### src/rtl/mlab_fifo_ctrl_pkg.sv
// Sizing helpers shared by the MLAB FIFO controller, its bus interface and
// the MLAB storage model.
package mlab_fifo_pkg;

    // Pointer width: one extra MSB distinguishes full from empty across wrap.
    function automatic int unsigned ptr_w(input int unsigned aw);
        return aw + 1;
    endfunction

    // Number of words held by the MLAB.
    function automatic int unsigned depth(input int unsigned aw);
        return 32'd1 << aw;
    endfunction

endpackage

### src/rtl/mlab_fifo_ctrl_if.sv
// Streaming bus of the MLAB FIFO: write side, show-ahead read side and fill level.
interface mlab_fifo_ctrl_if
    import mlab_fifo_pkg::*;
#(
    parameter int unsigned WIDTH      = 20,
    parameter int unsigned ADDR_WIDTH = 5
) ();

    logic [WIDTH-1:0]            din;
    logic                        din_valid;
    logic                        din_ready;
    logic [WIDTH-1:0]            dout;
    logic                        dout_valid;
    logic                        dout_ready;
    logic [ptr_w(ADDR_WIDTH):0]  occupancy;

    // FIFO side
    modport slave (
        input  din, din_valid, dout_ready,
        output din_ready, dout, dout_valid, occupancy
    );

    // Producer/consumer side
    modport master (
        output din, din_valid, dout_ready,
        input  din_ready, dout, dout_valid, occupancy
    );

endinterface

### src/rtl/mlab_fifo_ctrl_mlab.sv
// Simple dual-port MLAB: registered write port, combinational read port.
// Contents are never cleared.
module alt_mlab
    import mlab_fifo_pkg::*;
#(
    parameter int unsigned WIDTH       = 20,
    parameter int unsigned ADDR_WIDTH  = 5,
    parameter bit          SIM_EMULATE = 1'b0
) (
    input  logic                  wclk,
    input  logic                  wena,
    input  logic [ADDR_WIDTH-1:0] waddr_reg,
    input  logic [WIDTH-1:0]      wdata_reg,
    input  logic [ADDR_WIDTH-1:0] raddr,
    output logic [WIDTH-1:0]      dout
);

    localparam int unsigned DEPTH = depth(ADDR_WIDTH);

    generate
        if (SIM_EMULATE) begin : g_sim
            logic [WIDTH-1:0] mem [0:DEPTH-1];

            // Behavioural storage write
            always_ff @(posedge wclk) begin
                if (wena) mem[waddr_reg] <= wdata_reg;
            end

            assign dout = mem[raddr];
        end else begin : g_mlab
            (* ramstyle = "MLAB, no_rw_check" *) logic [WIDTH-1:0] mem [0:DEPTH-1];

            // MLAB-mapped storage write
            always_ff @(posedge wclk) begin
                if (wena) mem[waddr_reg] <= wdata_reg;
            end

            assign dout = mem[raddr];
        end
    endgenerate

endmodule

### src/rtl/mlab_fifo_ctrl.sv
// Single-clock show-ahead FIFO around one alt_mlab. Writes are registered
// into the MLAB one cycle after acceptance and only become readable once
// committed (cptr); the head word is held in an output register.
module mlab_fifo_ctrl
    import mlab_fifo_pkg::*;
#(
    parameter int unsigned WIDTH       = 20,
    parameter int unsigned ADDR_WIDTH  = 5,
    parameter bit          SIM_EMULATE = 1'b0
) (
    input  logic              clk,
    input  logic              sclr,
    mlab_fifo_ctrl_if.slave   bus
);

    localparam int unsigned   PW      = ptr_w(ADDR_WIDTH);
    localparam logic [PW-1:0] DEPTH_P = PW'(depth(ADDR_WIDTH));
    localparam logic [PW-1:0] PTR_ONE = PW'(1);

    logic [PW-1:0]         wptr, cptr, rptr;
    logic [PW-1:0]         fill;
    logic                  wena_r;
    logic [ADDR_WIDTH-1:0] waddr_reg;
    logic [WIDTH-1:0]      wdata_reg;
    logic [WIDTH-1:0]      rdata;
    logic [WIDTH-1:0]      dout_r;
    logic                  dout_valid_r;
    logic                  push, pop, avail, load;

    assign fill  = wptr - rptr;
    assign push  = bus.din_valid & bus.din_ready;
    assign pop   = dout_valid_r & bus.dout_ready;
    assign avail = (cptr != rptr);
    assign load  = avail & (~dout_valid_r | bus.dout_ready);

    assign bus.din_ready  = (fill != DEPTH_P);
    assign bus.dout       = dout_r;
    assign bus.dout_valid = dout_valid_r;
    assign bus.occupancy  = {1'b0, fill} + {{PW{1'b0}}, dout_valid_r};

    alt_mlab #(
        .WIDTH       (WIDTH),
        .ADDR_WIDTH  (ADDR_WIDTH),
        .SIM_EMULATE (SIM_EMULATE)
    ) u_mlab (
        .wclk      (clk),
        .wena      (wena_r),
        .waddr_reg (waddr_reg),
        .wdata_reg (wdata_reg),
        .raddr     (rptr[ADDR_WIDTH-1:0]),
        .dout      (rdata)
    );

    // Pointer, write-staging and output-register update
    always_ff @(posedge clk) begin
        if (sclr) begin
            wptr         <= '0;
            cptr         <= '0;
            rptr         <= '0;
            wena_r       <= 1'b0;
            waddr_reg    <= '0;
            wdata_reg    <= '0;
            dout_r       <= '0;
            dout_valid_r <= 1'b0;
        end else begin
            wena_r <= push;
            if (push) begin
                waddr_reg <= wptr[ADDR_WIDTH-1:0];
                wdata_reg <= bus.din;
                wptr      <= wptr + PTR_ONE;
            end
            if (wena_r) cptr <= cptr + PTR_ONE;
            if (load) begin
                dout_r       <= rdata;
                dout_valid_r <= 1'b1;
                rptr         <= rptr + PTR_ONE;
            end else if (pop) begin
                dout_valid_r <= 1'b0;
            end
        end
    end

endmodule

### src/flat_wrapper.sv
// flat-port wrapper written by rule: the top's interface ports become plain ports
module mlab_fifo_ctrl_flat import mlab_fifo_pkg::*;
#(
    parameter int unsigned WIDTH       = 20,
    parameter int unsigned ADDR_WIDTH  = 5,
    parameter bit          SIM_EMULATE = 1'b0
)
  (clk, sclr, bus_din, bus_din_valid, bus_dout_ready, bus_din_ready, bus_dout, bus_dout_valid, bus_occupancy);
  mlab_fifo_ctrl_if #(.WIDTH(WIDTH), .ADDR_WIDTH(ADDR_WIDTH)) bus_i ();
  input  logic clk;
  input  logic sclr;
  input wire logic [$bits(bus_i.din)-1:0] bus_din;
  input wire logic [$bits(bus_i.din_valid)-1:0] bus_din_valid;
  input wire logic [$bits(bus_i.dout_ready)-1:0] bus_dout_ready;
  output wire logic [$bits(bus_i.din_ready)-1:0] bus_din_ready;
  output wire logic [$bits(bus_i.dout)-1:0] bus_dout;
  output wire logic [$bits(bus_i.dout_valid)-1:0] bus_dout_valid;
  output wire logic [$bits(bus_i.occupancy)-1:0] bus_occupancy;
  assign bus_i.din = bus_din;
  assign bus_i.din_valid = bus_din_valid;
  assign bus_i.dout_ready = bus_dout_ready;
  assign bus_din_ready = bus_i.din_ready;
  assign bus_dout = bus_i.dout;
  assign bus_dout_valid = bus_i.dout_valid;
  assign bus_occupancy = bus_i.occupancy;
  mlab_fifo_ctrl #(.WIDTH(WIDTH), .ADDR_WIDTH(ADDR_WIDTH), .SIM_EMULATE(SIM_EMULATE)) u_core (.clk(clk), .sclr(sclr), .bus(bus_i));
endmodule
### config.mk
export PLATFORM = sky130hd
export DESIGN_NAME = mlab_fifo_ctrl_flat
export DESIGN_NICKNAME = d
export VERILOG_FILES = /design/src/rtl/mlab_fifo_ctrl_pkg.sv /design/src/rtl/mlab_fifo_ctrl_if.sv /design/src/rtl/mlab_fifo_ctrl_mlab.sv /design/src/rtl/mlab_fifo_ctrl.sv /design/src/flat_wrapper.sv
export SDC_FILE = /design/constraint.sdc
export NUM_CORES = 1
export LEC_CHECK = 0
export ABC_AREA = 1
export CAP_MARGIN = 20
export CORE_MARGIN = 10
export CORE_UTILIZATION = 40
export CTS_CLUSTER_DIAMETER = 40
export CTS_CLUSTER_SIZE = 14
export DETAILED_ROUTE_END_ITERATION = 10
export DONT_BUFFER_PORTS = 1
export PLACE_DENSITY_LB_ADDON = 0.15
export SKIP_CTS_REPAIR_TIMING = 1
export SYNTH_ARGS = -nofsm -noshare
export SYNTH_HDL_FRONTEND = slang
export SYNTH_HIERARCHICAL = 1
export SYNTH_SLANG_ARGS = --single-unit
### constraint.sdc
create_clock -name clk -period 2.3 [get_ports clk]
set_input_delay 0.23 -clock clk [delete_from_list [all_inputs] [get_ports clk]]
set_output_delay 0.23 -clock clk [all_outputs]
set_load 0.005 [all_outputs]
Word level (Yosys, flattened, before mapping):

Memory sizes are Yosys's and may differ from the RTL's. A register that Yosys moved wholly into a read port is not among the register bits.
Index checks and enable logic that the tools add are counted.

* bits in registers: 45
* bits in writable memories: 640
* input port bits: 24
* output and inout port bits: 29
* logic and storage cells: 25
* memories kept: 1

* add/sub/neg operators: 5
* equality and inequality tests: 2
* mux-type cells: 4
* bitwise operators: 5
* reductions and logical operators: 1

Memories
* u_core.u_mlab.g_mlab.mem: words 32, bits a word 20, read ports 1, clocked after Yosys merged registers in 1, wr ports 1, line mlab_fifo_ctrl_mlab.sv:31 `(* ramstyle = "MLAB, no_rw_check" *) logic [WIDTH-1:0] mem [0:DEPTH-1];`

Operators with widths (number)
* 6-bit by 1-bit adder with 6-bit output (second input constant): 3
* 6-bit by 1-bit adder with 7-bit output: 1
* 6-bit inequality test: 1
* 6-bit inequality test (second input constant): 1
* 6-bit subtractor: 1
* 1-bit two-way mux: 4
* 1-bit bitwise AND: 3
* 2-bit nonzero test: 1
* 1-bit inverter: 1
* 1-bit bitwise OR: 1

Longest topological paths before layout:

Gate-level depths: netlist of the first run.

* depth in word-level cells: 4
* gate-level depth with buffers: 15
* gate-level depth less buffers: 13

Modules after synthesis:

The synthesis of the first run kept the hierarchy.

Modules (own cells, without submodules)
* alt_mlab: instances 1, cells an instance 2210, area an instance 26118.8 um^2, seq. area each 19218.4 um^2
* mlab_fifo_ctrl: instances 1, cells an instance 396, area an instance 2996.6 um^2, seq. area each 1301.2 um^2

Least setup slack after synthesis of the first run:

OpenSTA, ideal clock, no wires.

* path kind: reg2reg
* start point: register u_core.wptr[0]
* end point: register u_core.wdata_reg[10]
* library setup time: 0.070 ns
* data arrival time: 2.100 ns
* data required time: 2.230 ns
* setup slack: 0.131 ns
* stages on the path, launching flop included: 16
* cells stage by stage: dfxtp_1 > inv_1 > ha_1 > inv_1 > fa_1 > inv_1 > nand2_1 > a21oi_1 > nand3_1 > nor2_2 > nand2_4 > nand2_2 > buf_6 > buf_12 > nand2_2 > a21oi_2

* word-level cells in the longest chain between the ends: 3

Ends and longest elaborated chain
* from (decl): line mlab_fifo_ctrl.sv:20 `logic [PW-1:0] wptr, cptr, rptr;`
* from (signal assigned): line mlab_fifo_ctrl.sv:70 `wptr <= wptr + PTR_ONE;`
* 6-bit subtractor: line mlab_fifo_ctrl.sv:30 `assign fill = wptr - rptr;`
* 6-bit inequality test: line mlab_fifo_ctrl.sv:36 `assign bus.din_ready = (fill != DEPTH_P);`
* 1-bit bitwise AND: line mlab_fifo_ctrl.sv:31 `assign push = bus.din_valid & bus.din_ready;`
* to (signal assigned): line mlab_fifo_ctrl.sv:69 `wdata_reg <= bus.din;`
* to (decl): line mlab_fifo_ctrl.sv:24 `logic [WIDTH-1:0] wdata_reg;`

No other way between the ends.
A chain may end at the register's enable or synchronous reset.

Final worst setup path of the first run:

* start point: register u_core.wptr[0]
* end point: output port bus_occupancy[5]

* word-level cells in the longest chain between the ends: 2

Ends and longest elaborated chain
* 6-bit subtractor: line mlab_fifo_ctrl.sv:30
* 6-bit by 1-bit adder with 7-bit output: line mlab_fifo_ctrl.sv:39 `assign bus.occupancy = {1'b0, fill} + {{PW{1'b0}}, dout_valid_r};`
* to (decl): line flat_wrapper.sv:18 `output wire logic [$bits(bus_i.occupancy)-1:0] bus_occupancy;`

No other way between the ends.

==> summary.md, run 1 <==
| Metric | Value |
|---|---|
| Max reg flops | `640` |
| Final min period | `2.64 ns` |
| Synth top area share | `66.0%` |
| EDFF count, synth | `640` |
| Post-Place Cells | `3,512` |
| Vias in the first global route | `19,000` |
| Failing checks | `negative setup slack` |
| CP max FO | `2` |
| RSZ-0062 raised after global routing | `true` |
| Met2 routed WL | `39,200 microns` |
| Pwr dens | `1230 nW/um^2` |
| Slowest cell on crit path | `fa_2` |
| Syn Area/Cell | `11.2 sq um` |
| Status | `finished, violations left` |
| Share of layout cells above drive strength 1 | `14.8%` |
| Dominant cells by area after synthesis | `edfxtp_1 66%, nand2_1 12%, nand3_1 9.2%` |
| Worst EP arrival | `2.41 ns` |
| Hold-critical path depth | `3` |
| Fin nets | `2,742` |
| H-tree depth | `3` |
| Clock share of power | `37.1%` |
| Largest net degree at the start of global routing | `161` |
| Syn Inst Count | `2,606` |
| Die W | `290 microns` |
| Seq cells post-synth | `705` |
| Worst Reg-to-Reg Cells | `15` |
| Cell at the root of the clock tree | `clkbuf_16` |
| Clock latency at the later pin of the worst-skew pair | `0.66 ns` |
| Critical path type | `reg -> out` |
| Sequential share of power | `34.4%` |
| # rows | `98` |
| Vias | `19,800` |
| Global-route wire length before repair | `121,000 microns` |
| Top post-synthesis cells by count | `957 x nand2_1, 640 x edfxtp_1, 537 x nand3_1` |
| Clock Tree Buf Depth | `3` |
| Synth Net Count | `2,641` |
| Worst-path cell chain | `inv_2 > ha_4 > inv_4 > fa_2 > buf_6 > nand2_1 > nor2_2 > nand3_2 > xnor2_2` |
| Tightest Pin Transition | `0.968 ns` |
| Num ports | `53` |
| Port Buffers | `0` |
| NetSw | `14.8 mW` |
| Post-route ant nets | `0` |
| HP Class | `in -> reg` |
| Die area | `84,000 sq um` |
| Synth area leader | `edfxtp_1` |
| Setup slack at placement | `0.0576 ns` |
| Util after Layout | `49.2%` |
| Core area | `71,900 sq um` |
| Met3 wire len | `6160 microns` |
| Initial Util | `40.5%` |
| Unique masters post-synth | `30` |
| Crit-path max cell delay | `0.55 ns` |
| Period utilisation layout | `115%` |
| Crit start category | `flip-flop` |
| Fillers | `6,383` |
| Switching share of power | `34.0%` |
| Crit end category | `output pin` |
| Grt ovf | `0` |
| Initial antenna violation count | `2` |
| Worst-path clk slew | `0.05 ns` |
| Synth Warn # | `6` |
| DR top layer | `met5` |
| Avg WL per Cell | `22.2 microns` |
| Leak Pwr | `13.2 nW` |
| CP required | `2.07 ns` |
| Final setup viols | `14` |
| Die span in y | `290 microns` |
| Hold WS | `0.307 ns` |
| Fraction of registers with async set/reset | `0%` |
| Non-filler instance count after layout | `3,752` |
| Num CTS Buffers | `106` |
| DR vias/cell | `5.28` |
| P_int | `28.7 mW` |
| Max-slew violations | `0` |
| Max Clock Freq | `378 MHz` |
| Highest ir drop seen on vdd | `0.716 mV` |
| Area Growth Syn to Fin | `21.4%` |
| Total track usage | `19.2%` |
| WL met1 | `36,100 microns` |
| Most used DFF post-synth | `edfxtp_1` |
| Final GP Congestion | `0.796` |
| Clock sinks | `705` |
| Slew HR | `35.4%` |
| Fin worst setup slack | `-0.344 ns` |
| Top-count cell post-synth | `nand2_1` |
| DRC | `0` |
| DRT iter0 DRCs | `1,971` |
| Total of max-cap violations | `0` |
| Final Hold Viols | `0` |
| Final wirelength | `83,300 microns` |
| CTS tree | `built` |
| Comb power frac | `28.6%` |
| Sequential element share of the synthesized area | `70.5%` |
| Synth Cell Area | `29,100 sq um` |
| HPWL reported at the end of detailed placement | `43,800 microns` |
| DRT Pass-1 Iters | `6` |
| Fin Clk Skew | `0.0243 ns` |
## area by class of cell
class / instances / area [sq um] / share of cell area (%)
tap: 950 / 1190 / 3.36
sequential: 705 / 20500 / 58.1
inverter: 38 / 178 / 0.503
timing repair inverter: 1 / 11.3 / 0.0319
antenna: 3 / 7.51 / 0.0212
timing repair buffer: 149 / 2090 / 5.90
multi-input combinational: 1706 / 7720 / 21.8
clock buffer: 119 / 2700 / 7.64
clock inverter: 81 / 921 / 2.61
## critical path: cells and delay by family, from the launching register on
family / cells / cell delay, ns
simple gates: 3 / 0.35
flops: 1 / 0.32
buf+inv: 3 / 0.20
xor+xnor: 1 / 0.20
fa+ha+maj: 2 / 0.68
## path summary, 6_finish.rpt
path                            slack (ns)              endpoint                 start
worst max-delay path                 -0.34      bus_occupancy[5]        u_core/wptr[0]
worst min register to register        0.47  u_core/wdata_reg[19]  u_core/wdata_reg[19]
worst min-delay path                  0.31   u_core/wdata_reg[4]            bus_din[4]
worst max register to register       -0.02   u_core/wdata_reg[7]        u_core/wptr[0]
## cells in the final DEF (no fill, tap or decap), types with 6 or more instances in the layout
master and count:
nor2_1 58, xor2_1 10, inv_1 32, nand2_2 23
buf_4 53, clkinv_2 21, a21oi_1 19, nor2_2 34
clkinv_1 10, clkinv_4 8, bufinv_16 13, a21oi_2 26
clkbuf_16 110, buf_12 55, dlygate4sd3_1 23, nand3_1 536
inv_6 13, clkinvlp_4 10, nand2_1 943, edfxtp_1 640
dfxtp_1 60, nor3_1 6, clkbuf_1 13, o21ai_0 22
ha_1 7
## power groups by stage
stage               clock (mW)  combinational [mW]  sequential (mW)
floorplan                    0                7.97             15.1
finish                    16.1                12.4             14.9
detailed placement           0                11.6             15.2
global placement             0                11.5             15.2
global route              17.0                13.8             15.0
CTS                       16.4                11.6             14.9
## layer usage
layer | vias to the layer above | GRT usage (%)
met2 | 653 | 30.7
met5 | - | 0
met1 | 9747 | 26.0
met3 | 151 | 4.26
li1 | 9269 | -
met4 | 2 | 5.54
## cell families (layout without fill, tap and decap cells)
group                      after synthesis  count (layout)  synth area share [%]
and+or+nand+nor                       1612            1612                  23.3
xor gates and xnor gates                13              13                 0.391
adders and majority gates               11              11                 0.498
buffers and inverters                  195             388                  3.98
DFF                                    705             705                  70.5
other                                    0               3                     0
AOI/OAI and AO/OA                       70              70                  1.33
## per-stage QoR
stage	total power [mW]	cell area (sq um)	TNS, ns
floorplan	23.1	29100	0
global placement	26.7	30900	0
detailed placement	26.8	30900	0
CTS	42.9	34600	-2.31
global route	45.7	35300	-4.45
finish	43.4	35300	-1.68
No activity file was read; power rests on OpenSTA's default activity.
==> inputs of run 2 (changes only) <==
--- a/config.mk
+++ b/config.mk
@@ -13,7 +13,7 @@
 export CTS_CLUSTER_SIZE = 14
 export DETAILED_ROUTE_END_ITERATION = 10
 export DONT_BUFFER_PORTS = 1
-export PLACE_DENSITY_LB_ADDON = 0.15
+export PLACE_DENSITY_LB_ADDON = 0.25
 export SKIP_CTS_REPAIR_TIMING = 1
 export SYNTH_ARGS = -nofsm -noshare
 export SYNTH_HDL_FRONTEND = slang
==> run 2 against run 1 <==
Effect of this change:
- the flow finishes with violations (negative hold slack, negative setup slack)
- routed wire length down 4.6%
- final cell count shrank 0.21%
- via count rose by 0.36%
- sequential share of layout area rose by 0.24 points
- global-route usage is 0.96 points lower
- register-to-register slack worse by 0.09 ns
- power fell by 0.39%
- combinational power about the same
- worst setup slack better by 0.022 ns
- die area unchanged
- sequential power about the same
==> summary.md, run 2 (same netlist as run 1, synthesis figures left out) <==
| Metric | Value |
|---|---|
| Crit start category | `flip-flop` |
| DRC | `0 (unchanged)` |
| Slew HR | `51.2% (+16 points)` |
| Worst-path clk slew | `0.06 ns (about the same)` |
| Core area | `71,900 sq um (unchanged)` |
| Critical path type | `reg -> out` |
| Levels on crit path | `11 (+2)` |
| Tightest Pin Transition | `0.731 ns (-0.236 ns)` |
| Critical path's top delay family | `adder cells` |
| CP max FO | `8 (+6)` |
| Die W | `290 microns (unchanged)` |
| Pwr dens | `1230 nW/um^2 (about the same)` |
| Die area | `84,000 sq um (unchanged)` |
| Non-filler instance count after layout | `3,744 (-0.21%)` |
| Buf/Inv on CP | `4 (+1)` |
| Worst EP arrival | `2.39 ns (-0.02 ns)` |
| Grt ovf | `0 (unchanged)` |
| Fin Clk Skew | `0.0212 ns (-0.00312 ns)` |
| Total track usage | `18.2% (-0.96 points)` |
| Critical Path Start | `u_core/wptr[0]` |
| Cell at the root of the clock tree | `clkbuf_16` |
| Worst path most repeated cell | `inv_2` |
| Final GP Congestion | `0.790 (-0.75%)` |
| Largest net degree at the start of global routing | `111 (-31%)` |
| Fillers | `6,307 (-1.2%)` |
| Hold WS | `-0.0519 ns (-0.359 ns)` |
| Max-slew violations | `0 (unchanged)` |
| Max reg flops | `640 (unchanged)` |
| R2R Path End | `u_core/wena_r` |
| Highest ir drop seen on vdd | `0.772 mV (+7.8%)` |
| Initial Util | `40.5% (unchanged)` |
| Clock sinks | `705 (unchanged)` |
| Final wirelength | `79,400 microns (-4.6%)` |
| Util after Layout | `49.0% (-0.20 points)` |
| Num CTS Buffers | `102 (-3.8%)` |
| Period utilisation layout | `114% (-0.95 points)` |
| Failing checks | `negative hold slack, negative setup slack` |
| Most frequent cells in the layout | `956 x nand2_1, 640 x edfxtp_1, 537 x nand3_1` |
| Vias | `19,900 (+0.36%)` |
| Leak Pwr | `13.1 nW (-0.28%)` |
| Final min period | `2.62 ns (-0.0218 ns)` |
| CP endpoint | `bus_din_ready` |
| Num ports | `53 (unchanged)` |
| # rows | `98 (unchanged)` |
| Final setup viols | `36 (+22)` |
| Share of layout cells above drive strength 1 | `14.0% (-0.79 points)` |
| DRT Pass-1 Iters | `5 (-1)` |
| Port Buffers | `0 (unchanged)` |
| DR vias/cell | `5.31 (+0.57%)` |
| Global-route wire length before repair | `117,000 microns (-3.6%)` |
| Fin worst setup slack | `-0.322 ns (+0.0218 ns)` |
| Worst Reg-to-Reg Cells | `15 (unchanged)` |
| Total of max-cap violations | `0 (unchanged)` |
| H-tree depth | `3 (unchanged)` |
| Setup slack at placement | `0.0275 ns (-0.0301 ns)` |
| RSZ-0062 raised after global routing | `true` |
| Crit Reg-Reg Startpoint | `u_core/wptr[0]` |
| Crit end category | `output pin` |
| CTS tree | `built` |
| Final Hold Viols | `4 (+4)` |
| Slowest cell on crit path | `fa_2` |
| Die span in y | `290 microns (unchanged)` |
| HPWL reported at the end of detailed placement | `41,700 microns (-4.8%)` |
| Area Growth Syn to Fin | `20.9%` |
| Clock Tree Buf Depth | `3 (unchanged)` |
| Status | `finished, violations left` |
| Post-Place Cells | `3,509 (-0.085%)` |
| Worst-path cell chain | `inv_2 > ha_4 > inv_4 > fa_2 > inv_2 > nand2_2 > a21oi_2 > nand3_1 > nor2_2 > nand2_4 > buf_12` |
| CP required | `2.07 ns (about the same)` |
| Fin nets | `2,737 (-0.18%)` |
| Initial antenna violation count | `2 (unchanged)` |
| HP Class | `in -> reg` |
| Most common cell after layout, fill and taps aside | `nand2_1` |
| Max Clock Freq | `381 MHz (+0.83%)` |
| Crit-path max cell delay | `0.46 ns (-0.09 ns)` |
| DRT iter0 DRCs | `1,851 (-6.1%)` |
| Clock latency at the later pin of the worst-skew pair | `0.66 ns (about the same)` |
| Post-route ant nets | `0 (unchanged)` |
| Vias in the first global route | `19,300 (+1.4%)` |
| Avg WL per Cell | `21.2 microns (-4.4%)` |
| R2R Setup Slk | `-0.11 ns (-0.09 ns)` |
run 2: how the worst min path moves through the flow:
stage	start	end	slack (ns)	cells past startpoint
final	bus_din_valid	u_core/wptr[3]	-0.05	4
after CTS	sclr	u_core/rptr[3]	-0.39	1
after detailed placement	sclr	u_core/rptr[3]	0.30	1
after global routing	bus_din_valid	u_core/wptr[3]	0.006	4
after global placement	sclr	u_core/rptr[3]	0.31	1
after floorplan	bus_din[19]	u_core/wdata_reg[19]	0.39	2
run 2: layout make-up:
class / count / area [sq um] / area share (%)
Timing Repair Buffer: 149 / 2070 / 5.89
Multi-Input combinational cell: 1706 / 7630 / 21.7
Tap cell: 950 / 1190 / 3.38
Antenna cell: 2 / 5.00 / 0.0142
Clock inverter: 82 / 973 / 2.77
Sequential cell: 705 / 20500 / 58.3
Inverter: 38 / 164 / 0.466
Clock buffer: 112 / 2630 / 7.47
run 2: power by group:
group / total, mW / internal [mW] / switching [mW]
logic: 12.2 / 4.05 / 8.18
registers: 14.9 / 14.5 / 0.343
clock network: 16.1 / 10.0 / 6.10
run 2: metal layers:
layer / share of wire, % / track usage (%)
met1: 43 / 24.1
met2: 47 / 29.7
met3: 7.5 / 3.60
met4: 2.6 / 6.11
met5: 0 / 0
run 2: per-stage QoR:
step	setup TNS, ns	hold WS, ns	instance area (sq um)	power, mW
finish	-3.15	-0.0519	35200	43.3
global route	-6.71	0.00634	35200	45.4
CTS	-1.89	-0.386	34500	42.6
detailed placement	0	0.303	30900	26.4
global placement	0	0.307	30900	26.3
floorplan	0	0.394	29100	23.1
run 2: worst register-to-register path, stage by stage (launching register included):
cell and delay, ns:
dfxtp_2 0.33, inv_2 0.04, ha_4 0.15, inv_4 0.06
fa_2 0.46, inv_2 0.07, nand2_2 0.05, a21oi_2 0.11
nand3_1 0.10, nor2_2 0.16, nand2_4 0.08, buf_4 0.17
nand2_8 0.16, clkbuf_16 0.21, buf_4 0.13, nor2_1 0.03
